## config.mk

```make
export PLATFORM = sky130hd
export DESIGN_NAME = fetch_unit
export DESIGN_NICKNAME = d
export VERILOG_FILES = /design/src/rtl/fetch_unit.sv
export SDC_FILE = /design/constraint.sdc
export NUM_CORES = 1
export LEC_CHECK = 0
export ABC_AREA = 1
export CORE_MARGIN = 10
export CORE_UTILIZATION = 57
export DETAILED_ROUTE_END_ITERATION = 8
export PLACE_DENSITY = 0.86
export SYNTH_ARGS = -nofsm -noshare
export SYNTH_HDL_FRONTEND = slang
export SYNTH_SLANG_ARGS = --single-unit
```

## constraint.sdc

```tcl
create_clock -name clk_i -period 7.5 [get_ports clk_i]
set_input_delay 0.75 -clock clk_i [delete_from_list [all_inputs] [get_ports clk_i]]
set_output_delay 0.75 -clock clk_i [all_outputs]
set_load 0.05 [all_outputs]
```

## src/rtl/fetch_unit.sv

```systemverilog
// Instruction fetch unit: issues one memory request at a time, hands fetched
// words to decode through a single output register plus a one-entry skid,
// and squashes wrong-path data when a redirect arrives.
//
// state     | meaning
// FETCH     | request outstanding at fetch_pc
// WAIT_SLOT | word parked in skid, waiting for decode to free the output slot
// DISCARD   | redirected while a request is in flight; drop its data when it lands
module fetch_unit #(
  parameter logic [31:0] RESET_PC = 32'h00000000
) (
  input  logic        clk_i,
  input  logic        rst_i,
  input  logic        stall_i,
  input  logic        redirect_i,
  input  logic [31:0] redirect_pc_i,
  input  logic        ins_ready_i,
  input  logic [31:0] instr_i,
  output logic        ins_req_o,
  output logic [31:0] pc_o,
  output logic        valid_o,
  output logic [31:0] instr_o,
  output logic [31:0] instr_pc_o
);

  typedef enum logic [1:0] {
    FETCH     = 2'd0,
    WAIT_SLOT = 2'd1,
    DISCARD   = 2'd2
  } state_t;

  localparam logic [31:0] RESET_PC_AL = {RESET_PC[31:2], 2'b00};

  state_t      state_q, state_d;
  logic [31:0] fetch_pc_q, fetch_pc_d;
  logic [31:0] pending_pc_q, pending_pc_d;
  logic [31:0] skid_q, skid_d;
  logic        valid_q, valid_d;
  logic [31:0] instr_q, instr_d;
  logic [31:0] instr_pc_q, instr_pc_d;

  logic [31:0] redirect_pc_al;
  logic        slot_free;

  assign redirect_pc_al = {redirect_pc_i[31:2], 2'b00};
  assign slot_free      = ~valid_q | ~stall_i;

  // Next-state and datapath: redirect beats any load, a transfer empties the slot
  always_comb begin
    state_d      = state_q;
    fetch_pc_d   = fetch_pc_q;
    pending_pc_d = pending_pc_q;
    skid_d       = skid_q;
    instr_d      = instr_q;
    instr_pc_d   = instr_pc_q;
    valid_d      = valid_q;

    if (valid_q && !stall_i) begin
      valid_d = 1'b0;
    end

    unique case (state_q)
      FETCH: begin
        if (ins_ready_i) begin
          if (redirect_i) begin
            fetch_pc_d = redirect_pc_al;
          end else if (slot_free) begin
            instr_d    = instr_i;
            instr_pc_d = fetch_pc_q;
            valid_d    = 1'b1;
            fetch_pc_d = fetch_pc_q + 32'd4;
          end else begin
            skid_d       = instr_i;
            pending_pc_d = fetch_pc_q;
            fetch_pc_d   = fetch_pc_q + 32'd4;
            state_d      = WAIT_SLOT;
          end
        end else if (redirect_i) begin
          pending_pc_d = redirect_pc_al;
          state_d      = DISCARD;
        end
      end
      WAIT_SLOT: begin
        if (redirect_i) begin
          fetch_pc_d = redirect_pc_al;
          state_d    = FETCH;
        end else if (!stall_i) begin
          instr_d    = skid_q;
          instr_pc_d = pending_pc_q;
          valid_d    = 1'b1;
          state_d    = FETCH;
        end
      end
      DISCARD: begin
        if (redirect_i) begin
          pending_pc_d = redirect_pc_al;
        end
        if (ins_ready_i) begin
          fetch_pc_d = redirect_i ? redirect_pc_al : pending_pc_q;
          state_d    = FETCH;
        end
      end
      default: begin
        state_d = FETCH;
      end
    endcase

    if (redirect_i) begin
      valid_d = 1'b0;
    end
  end

  // State and output registers, cleared asynchronously
  always_ff @(posedge clk_i or posedge rst_i) begin
    if (rst_i) begin
      state_q      <= FETCH;
      fetch_pc_q   <= RESET_PC_AL;
      pending_pc_q <= RESET_PC_AL;
      skid_q       <= 32'd0;
      valid_q      <= 1'b0;
      instr_q      <= 32'd0;
      instr_pc_q   <= 32'd0;
    end else begin
      state_q      <= state_d;
      fetch_pc_q   <= fetch_pc_d;
      pending_pc_q <= pending_pc_d;
      skid_q       <= skid_d;
      valid_q      <= valid_d;
      instr_q      <= instr_d;
      instr_pc_q   <= instr_pc_d;
    end
  end

  // Request is gated by reset so it drops immediately and rises on the first free cycle
  assign ins_req_o  = ~rst_i & (state_q != WAIT_SLOT);
  assign pc_o       = fetch_pc_q;
  assign valid_o    = valid_q;
  assign instr_o    = instr_q;
  assign instr_pc_o = instr_pc_q;

endmodule

```

# After elaboration in Yosys (flattened, before gate mapping)
# Index checks and enable logic that the tools add are counted.
# W data, S select, Z words.
# op_classes
n_addsub	1
n_mul	0
div	0
n_lt_le_gt_ge	0
eq_ne	15
shift	0
mux	36
n_bitwise	7
n_reduce_logical	11
# op_table
cell	count
$mux W32	18
$pmux W32 S2	3
$pmux W32 S3	1
$add A32 B3 Y32 const B	1
$ne A3 B3 Y1 const B	5
$mux W2	7
$ne A2 B2 Y1 const B	7
$reduce_and A4 Y1	2
$pmux W2 S3	1
$reduce_and A6 Y1	1
$mux W1	5
$not A1 Y1	5
$reduce_and A5 Y1	1
$reduce_bool A2 Y1	2
$reduce_and A3 Y1	1
$reduce_bool A3 Y1	1
$eq A2 B1 Y1 const B	1
$eq A2 B2 Y1 const B	1
$logic_not A2 Y1	1
$ne A2 B1 Y1 const B	1
$pmux W1 S2	1
$and A1 B1 Y1	1
$logic_and A1 B1 Y1	1
$logic_not A1 Y1	1
$or A1 B1 Y1	1
# word_totals
reg_bits	163
latch_bits	0
ram_bits	0
rom_bits	0
in_bits	69
out_inout_bits	98
elab_cells	77
n_memories	0

# Longest topological paths before layout
# Gate-level depths: netlist of the first run.
# depth
ltp_word	7
ltp_mapped	12
depth_no_buf	12

# Worst setup path before layout of the first run
# No wires, ideal clock.
# synth_timing
kind	register -> output
startpoint	reg state_q[1]
endpoint	out ins_req_o
t_arrival_ps	1784
t_required_ps	6750
slack_ps	4966
stages_incl_launch_ff	7
n_path_buf	3
path_cell_list	dfrtp_1 -> inv_1 -> ha_1 -> buf_2 -> clkbuf_1 -> clkbuf_1 -> nor2_1
# synth_between
elab_chain_len	2
# synth_rtl
item	line	text
start, declared	34	state_t state_q, state_d;
start signal, assigned	124	state_q <= state_d;
$ne A2 B1 Y1	135	assign ins_req_o = ~rst_i & (state_q != WAIT_SLOT);
$and A1 B1 Y1	135	
end, declared	19	output logic ins_req_o,
# No other way between the ends.

# Worst setup path after layout of the first run
# layout_timing
startpoint	in redirect_i
endpoint	reg instr_q[29], in the netlist instr_o[29]
# layout_between
elab_chain_len	2
word_cells_on_any_way	3
classes_between	eq/ne: 2; reduce/logical: 1
# layout_rtl
item	line	text
start, declared	15	input logic redirect_i,
$ne A2 B2 Y1 (no line)	n/a	
$reduce_and A6 Y1 (no line) *	n/a	
end signal, assigned	129	instr_q <= instr_d;
end, declared	39	logic [31:0] instr_q, instr_d;
# Every way passes the cells marked *; elsewhere a longest branch is shown, timed or not.
# A chain may end at the register's enable or synchronous reset.

==> results of run 1 <==
[routing by layer]
layer | GRT usage (%) | wire length (µm)
met3 | 4.98 | 2150
met5 | 0 | 0
met4 | 7.88 | 531
met2 | 37.9 | 11800
met1 | 32.4 | 11500
[per-stage QoR]
| step | utilization [%] | total power [W] | setup slack (ns) |
|---|---|---|---|
| floorplan | - | 0.00417 | 2.35 |
| global placement | 68.2 | 0.00505 | 3.19 |
| detailed placement | 68.2 | 0.00514 | 3.12 |
| CTS | 71.8 | 0.00599 | 3.52 |
| global route | 71.8 | 0.00640 | 3.22 |
| finish | 71.8 | 0.00599 | 3.49 |
[critical path, stage by stage]
cell	delay, ns
clkdlybuf4s50_1	0.41
buf_4	0.28
inv_2	0.08
buf_4	0.58
nand3_1	0.25
a21oi_4	0.80
buf_4	0.87
nor2_1	0.09
a21oi_1	0.18
[layout make-up]
| type | instances | share of cell area, % |
|---|---|---|
| clock buffers | 17 | 3.75 |
| clock inverters | 15 | 1.18 |
| inverters | 104 | 3.48 |
| multi-input cells | 916 | 38.4 |
| flip-flops and latches | 163 | 35.9 |
| well taps | 216 | 2.38 |
| repair buffers | 171 | 14.9 |
[power by group through the flow]
stage	clock network [W]	logic [W]	registers, W
2_1_floorplan	0	0.00165	0.00253
3_3_place_gp	0	0.00337	0.00168
3_5_place_dp	0	0.00344	0.00170
4_1_cts	0.000840	0.00346	0.00169
5_1_grt	0.000877	0.00376	0.00176
6_report	0.000830	0.00346	0.00170
[synthesized netlist by cell type (all sizes together)]
cell type | count | area share [%]
nand3 | 37 | 2.0
o22ai | 1 | 0.068
a22o | 1 | 0.095
o221ai | 1 | 0.095
nand2 | 320 | 13
nand4 | 2 | 0.14
xor2 | 3 | 0.29
inv | 104 | 4.2
a31oi | 7 | 0.48
clkbuf | 32 | 1.3
ha | 4 | 0.54
nor3 | 1 | 0.054
a211oi | 19 | 1.6
o21ai | 123 | 8.0
o31ai | 2 | 0.16
dfrtp | 163 | 44
o211ai | 3 | 0.25
buf | 39 | 2.9
a221oi | 2 | 0.26
a22oi | 11 | 0.90
and2 | 1 | 0.068
a21oi | 171 | 10
nor2 | 207 | 8.8
[cell usage in the layout, fill, tap and decap left out, drive strengths merged, types with 2 or more instances in the layout]
master / count
inv: 107
dfrtp: 163
a21oi: 171
o21ai: 123
xor2: 3
nand3: 37
clkdlybuf4s50: 164
nor2: 207
a221oi: 2
a31oi: 7
clkinv: 5
nand2: 320
buf: 7
clkinvlp: 6
nand4: 2
a22oi: 11
clkbuf: 17
o211ai: 3
a211oi: 19
ha: 4
o31ai: 2
[worst max path at each step]
stage	to	slack (ns)	cells past startpoint
after floorplan	instr_o[0]	2.35	1
after global placement	instr_pc_o[19]	3.19	9
after detailed placement	instr_pc_o[16]	3.12	9
after CTS	instr_o[29]	3.52	9
after global routing	instr_o[27]	3.22	9
final	instr_o[29]	3.49	9
[state kept, by name, indices dropped and copies added, names as in the netlist]
register / flops
instr_o: 32
instr_pc_o: 32
pc_o: 32
pending_pc_q: 32
skid_q: 32
state_q: 2
valid_o: 1
[logic make-up after synthesis]
logic type,synth area share [%]
AO/OA/AOI/OAI,22.1
flip-flops,44.4
AND/OR/NAND/NOR,24.2
XOR/XNOR,0.286
adder cells (fa/ha/maj),0.545
buffers and inverters,8.47
==> metrics.txt, run 1 <==
via count around 8900; Die H about 150 µm; Max-slew headroom ~28%; Die W approximately 150 µm; wire per inst about 16 µm; Slew @ Worst Pin around 1.1 ns; final worst path period share 53.5%; #FFs+latches synth ~160; WHS Endpoint skid_q[9]; number of global-route vias before repair 8330; CTS buffer count 17; worst hold path class flop to flop; Final Hold Fails 0; Fillers approximately 1200; 1st-pass router iterations 5; Syn. warnings 0; core area 15800 µm²; clk_skew 0.00921 ns; GRT Util Overall about a quarter; syn_area_per_cell around 7.3 µm²; Mapped Area ~9200 µm²; routability cong. around 0.95; Register Area about 4100 µm²; crit path time final around 4.0 ns; RSZ-0062 raised after global routing false; WHS roughly 0.5 ns; antenna violations before repair 0; Worst-path clk slew 0.07 ns; dpl hpwl between 15 and 20 mm; Post-layout nets 1446; Critical Path End Type flop; sequential fraction of the synthesis area between 40% and 50%; Max Clk Rate ~250 MHz; post_cts resized 0; footprint of the multi-input gates 4360 µm²; Fin Setup TNS 0 ns; # clock sinks ~160; hold buffer count at cts 0; combinational share of power 57.8%; drt total wl about 26 mm; P_leak between 5 and 6 nW; clk buf depth 2; post-route ant nets 0; Starting Density 58.1%; HP Start skid_q[9]; WP data arrival approximately 4.4 ns; GRT overflow 0; first-pass GRT wire length around 43 mm; share of cells above drive strength 1 under 10%; Final Max Tran Viols 0; Worst-Skew Late Latency 0.43 ns; PortBufs approximately 160; max_cap viols 0; Power per Cell Area 527 nW/µm²; area delta synth->final 23.6%; CP required approximately 7.8 ns; diode count 0; Row Count 46; Cells after DPL roughly 1600; htree depth 4; final-report setup violation count 0; r2r setup slk about 3.8 ns; TritonCTS clock tree done; status finished, final reports clean; Via density 5.53; Setup CP Type input port to flop; DRT iter0 DRCs approximately 900; setup bufs post-CTS 0; Final Instance Area about 11000 µm²; synth unique cells 34; Remaining DRCs 0; Die Footprint roughly 22000 µm²; R2R cell count 9; Crit. Startpoint redirect_i; Worst Setup Start Kind input port; io pins roughly 170; largest net degree at the start of global routing 97; Peak VDD IR around 0.31 mV; Internal 0.00288 W; Syn Nets 1327; RR Endpoint instr_o[29]; Root Driver clkbuf_16; dpl cell area 10800 µm²; switching pwr between 0.003 and 0.004 W; crit path max fanout 96; Cell Count, Final, Fillers Out about 1600; power share of the sequential group approximately 28%; origin of the critical flop-to-flop path state_q[1]; hold path depth 2; Synth Instances about 1300; Switching Share approximately 52%; Clk network pwr share around 14%
Power figures use the tool's default switching activity.
==> inputs of run 2 (changes only) <==
- CORE_UTILIZATION: 57 -> 53
- PLACE_DENSITY: 0.86 -> 0.81
- clock period: 7.5 -> 4.05 ns (I/O delays scaled with it)
==> metrics.txt, run 2 (synthesized netlist as in run 1, its figures left out) <==
status finished, final reports clean; final-report setup violation count 0 (unchanged); dpl hpwl 17.7 mm (+0.36%); final worst path period share 72.5%; post-route ant nets 0 (unchanged); Setup CP Type flop to output port; worst hold path class flop to flop; Final Max Tran Viols 0 (unchanged); CTS buffer count 17 (unchanged); DRT iter0 DRCs 860 (-6.5%); hold buffer count at cts 0 (unchanged); htree depth 4 (unchanged); Tot Pwr 0.0111 W (+85%); Remaining DRCs 0 (unchanged); max_cap viols 0 (unchanged); routed wl met3 2.18 mm (+1.6%); Post-layout nets 1449 (+0.21%); Via density 5.47 (-1.1%); drt total wl 26.4 mm (+1.5%); core area 17100 µm² (+8.1%); Worst Setup Start Kind flop; RSZ-0062 raised after global routing false; hold path depth 2 (unchanged); Met2 Wirelength 12.1 mm (+1.9%); number of global-route vias before repair 8206 (-1.5%); 1st-pass router iterations 5 (unchanged); GRT overflow 0 (unchanged); Die W 152 µm (+3.2%); PortBufs 164 (unchanged); WP data arrival 2.53 ns (-1.82 ns); max layer used met4; Die H 152 µm (+3.2%); clk buf depth 2 (unchanged); Critical Path End Type output port; Fin Setup TNS 0 ns (unchanged); Cell Count, Final, Fillers Out 1614 (+0.75%); WHS Endpoint skid_q[0]; Starting Density 53.7% (-4.4 points); P_leak 5.20 nW (+0.30%); RR Endpoint pc_o[25]; Max Clk Rate roughly 340 MHz; Final Hold Fails 0 (unchanged); clk_skew 0.0105 ns (+0.00131 ns); most frequent standard cell in the layout excluding fill and tap cells nand2_1; Root Driver clkbuf_16; most frequent cells in the layout nand2_1 (317), nor2_1 (197), clkdlybuf4s50_1 (164); Power per Cell Area 973 nW/µm² (+85%); Worst-Skew Late Latency 0.42 ns (about the same); setup bufs post-CTS 0 (unchanged); post_cts resized 0 (unchanged); HP Start skid_q[0]; routability cong. 0.921 (-3.0%); Cells after DPL 1582 (+0.76%); share of cells above drive strength 1 8.57% (+0.13 points); io pins 167 (unchanged); r2r setup slk 1.15 ns (-2.68 ns); TritonCTS clock tree done; Metal-1 WL 11.6 mm (+1.2%); first-pass GRT wire length 42.1 mm (-1.7%); Row Count 48 (+4.3%); largest net degree at the start of global routing 164 (+69%); crit path max fanout 75 (-22%); antenna violations before repair 0 (unchanged); # clock sinks 163 (unchanged); CP required 3.64 ns (-4.20 ns); Worst-path clk slew 0.07 ns (about the same); diode count 0 (unchanged); origin of the critical flop-to-flop path state_q[1]; wire per inst 16.3 µm (+0.71%); R2R cell count 9 (unchanged); via count 8824 (-0.32%); Peak VDD IR 0.528 mV (+73%); crit path time final approximately 3 ns; area delta synth->final 24.1%; GRT Util Overall 22.6% (-1.4 points); Die Footprint 23000 µm² (+6.5%); Max-slew headroom 37.6% (+9.3 points); Slew @ Worst Pin 0.936 ns (-0.138 ns); Fillers 1507 (+23%)
## run 2: cell types whose count changed in the layout (fill, tap and decap cells not counted)
cell and change:
clkinv_4 +2, buf_12 +2, inv_8 +1, inv_6 +1
buf_4 +1, bufinv_16 -1, clkbuf_1 +1, clkinv_2 -3
clkinvlp_4 -1
## run 2: where the power goes
group / internal [W] / switching, W / total [W] / leakage, nW
Clock: 0.000802 / 0.000716 / 0.00152 / 0.256
Combinational: 0.00204 / 0.00440 / 0.00644 / 3.00
Sequential: 0.00247 / 0.000673 / 0.00314 / 1.94
## run 2: area by class of cell
cell class	count	area, µm²	share of cell area [%]
Multi-Input combinational cell	916	4360	38.2
Sequential cell	163	4080	35.8
Timing Repair Buffer	174	1740	15.3
Clock buffer	18	429	3.76
Inverter	104	394	3.46
Tap cell	225	282	2.47
Clock inverter	14	120	1.05
## run 2: routing by layer
layer | global-route usage [%] | vias to the layer above
met5 | 0 | -
met4 | 7.72 | 0
met3 | 4.28 | 40
met2 | 35.7 | 369
met1 | 30.6 | 4081
li1 | - | 4334
## run 2: per-stage QoR
step / utilization (%) / hold slack [ns] / setup WS (ns) / instance area (µm²)
final: 66.6 / 0.491 / 1.12 / 11400
after global routing: 66.6 / 0.514 / 0.932 / 11400
after CTS: 66.6 / 0.491 / 1.12 / 11400
after detailed placement: 63.4 / 0.474 / 1.22 / 10900
after global placement: 63.4 / 0.467 / 1.26 / 10900
after floorplan: - / 0.453 / 1.57 / 9190
## run 2: worst max path at each step
| stage | startpoint | to | slack (ns) | cells past startpoint |
|---|---|---|---|---|
| finish | state_q[1] | ins_req_o | 1.12 | 4 |
| global route | state_q[1] | pc_o[12] | 0.93 | 9 |
| CTS | state_q[1] | ins_req_o | 1.12 | 4 |
| detailed placement | state_q[1] | pc_o[2] | 1.22 | 9 |
| global placement | state_q[1] | pc_o[7] | 1.26 | 9 |
| floorplan | rst_i | instr_o[0] | 1.57 | 1 |
## run 2: critical path, stage by stage, from the launching register on
cell,delay (ns)
dfrtp_1,0.40
inv_1,0.14
ha_4,0.70
nor2_1,0.12
clkdlybuf4s50_1,0.73
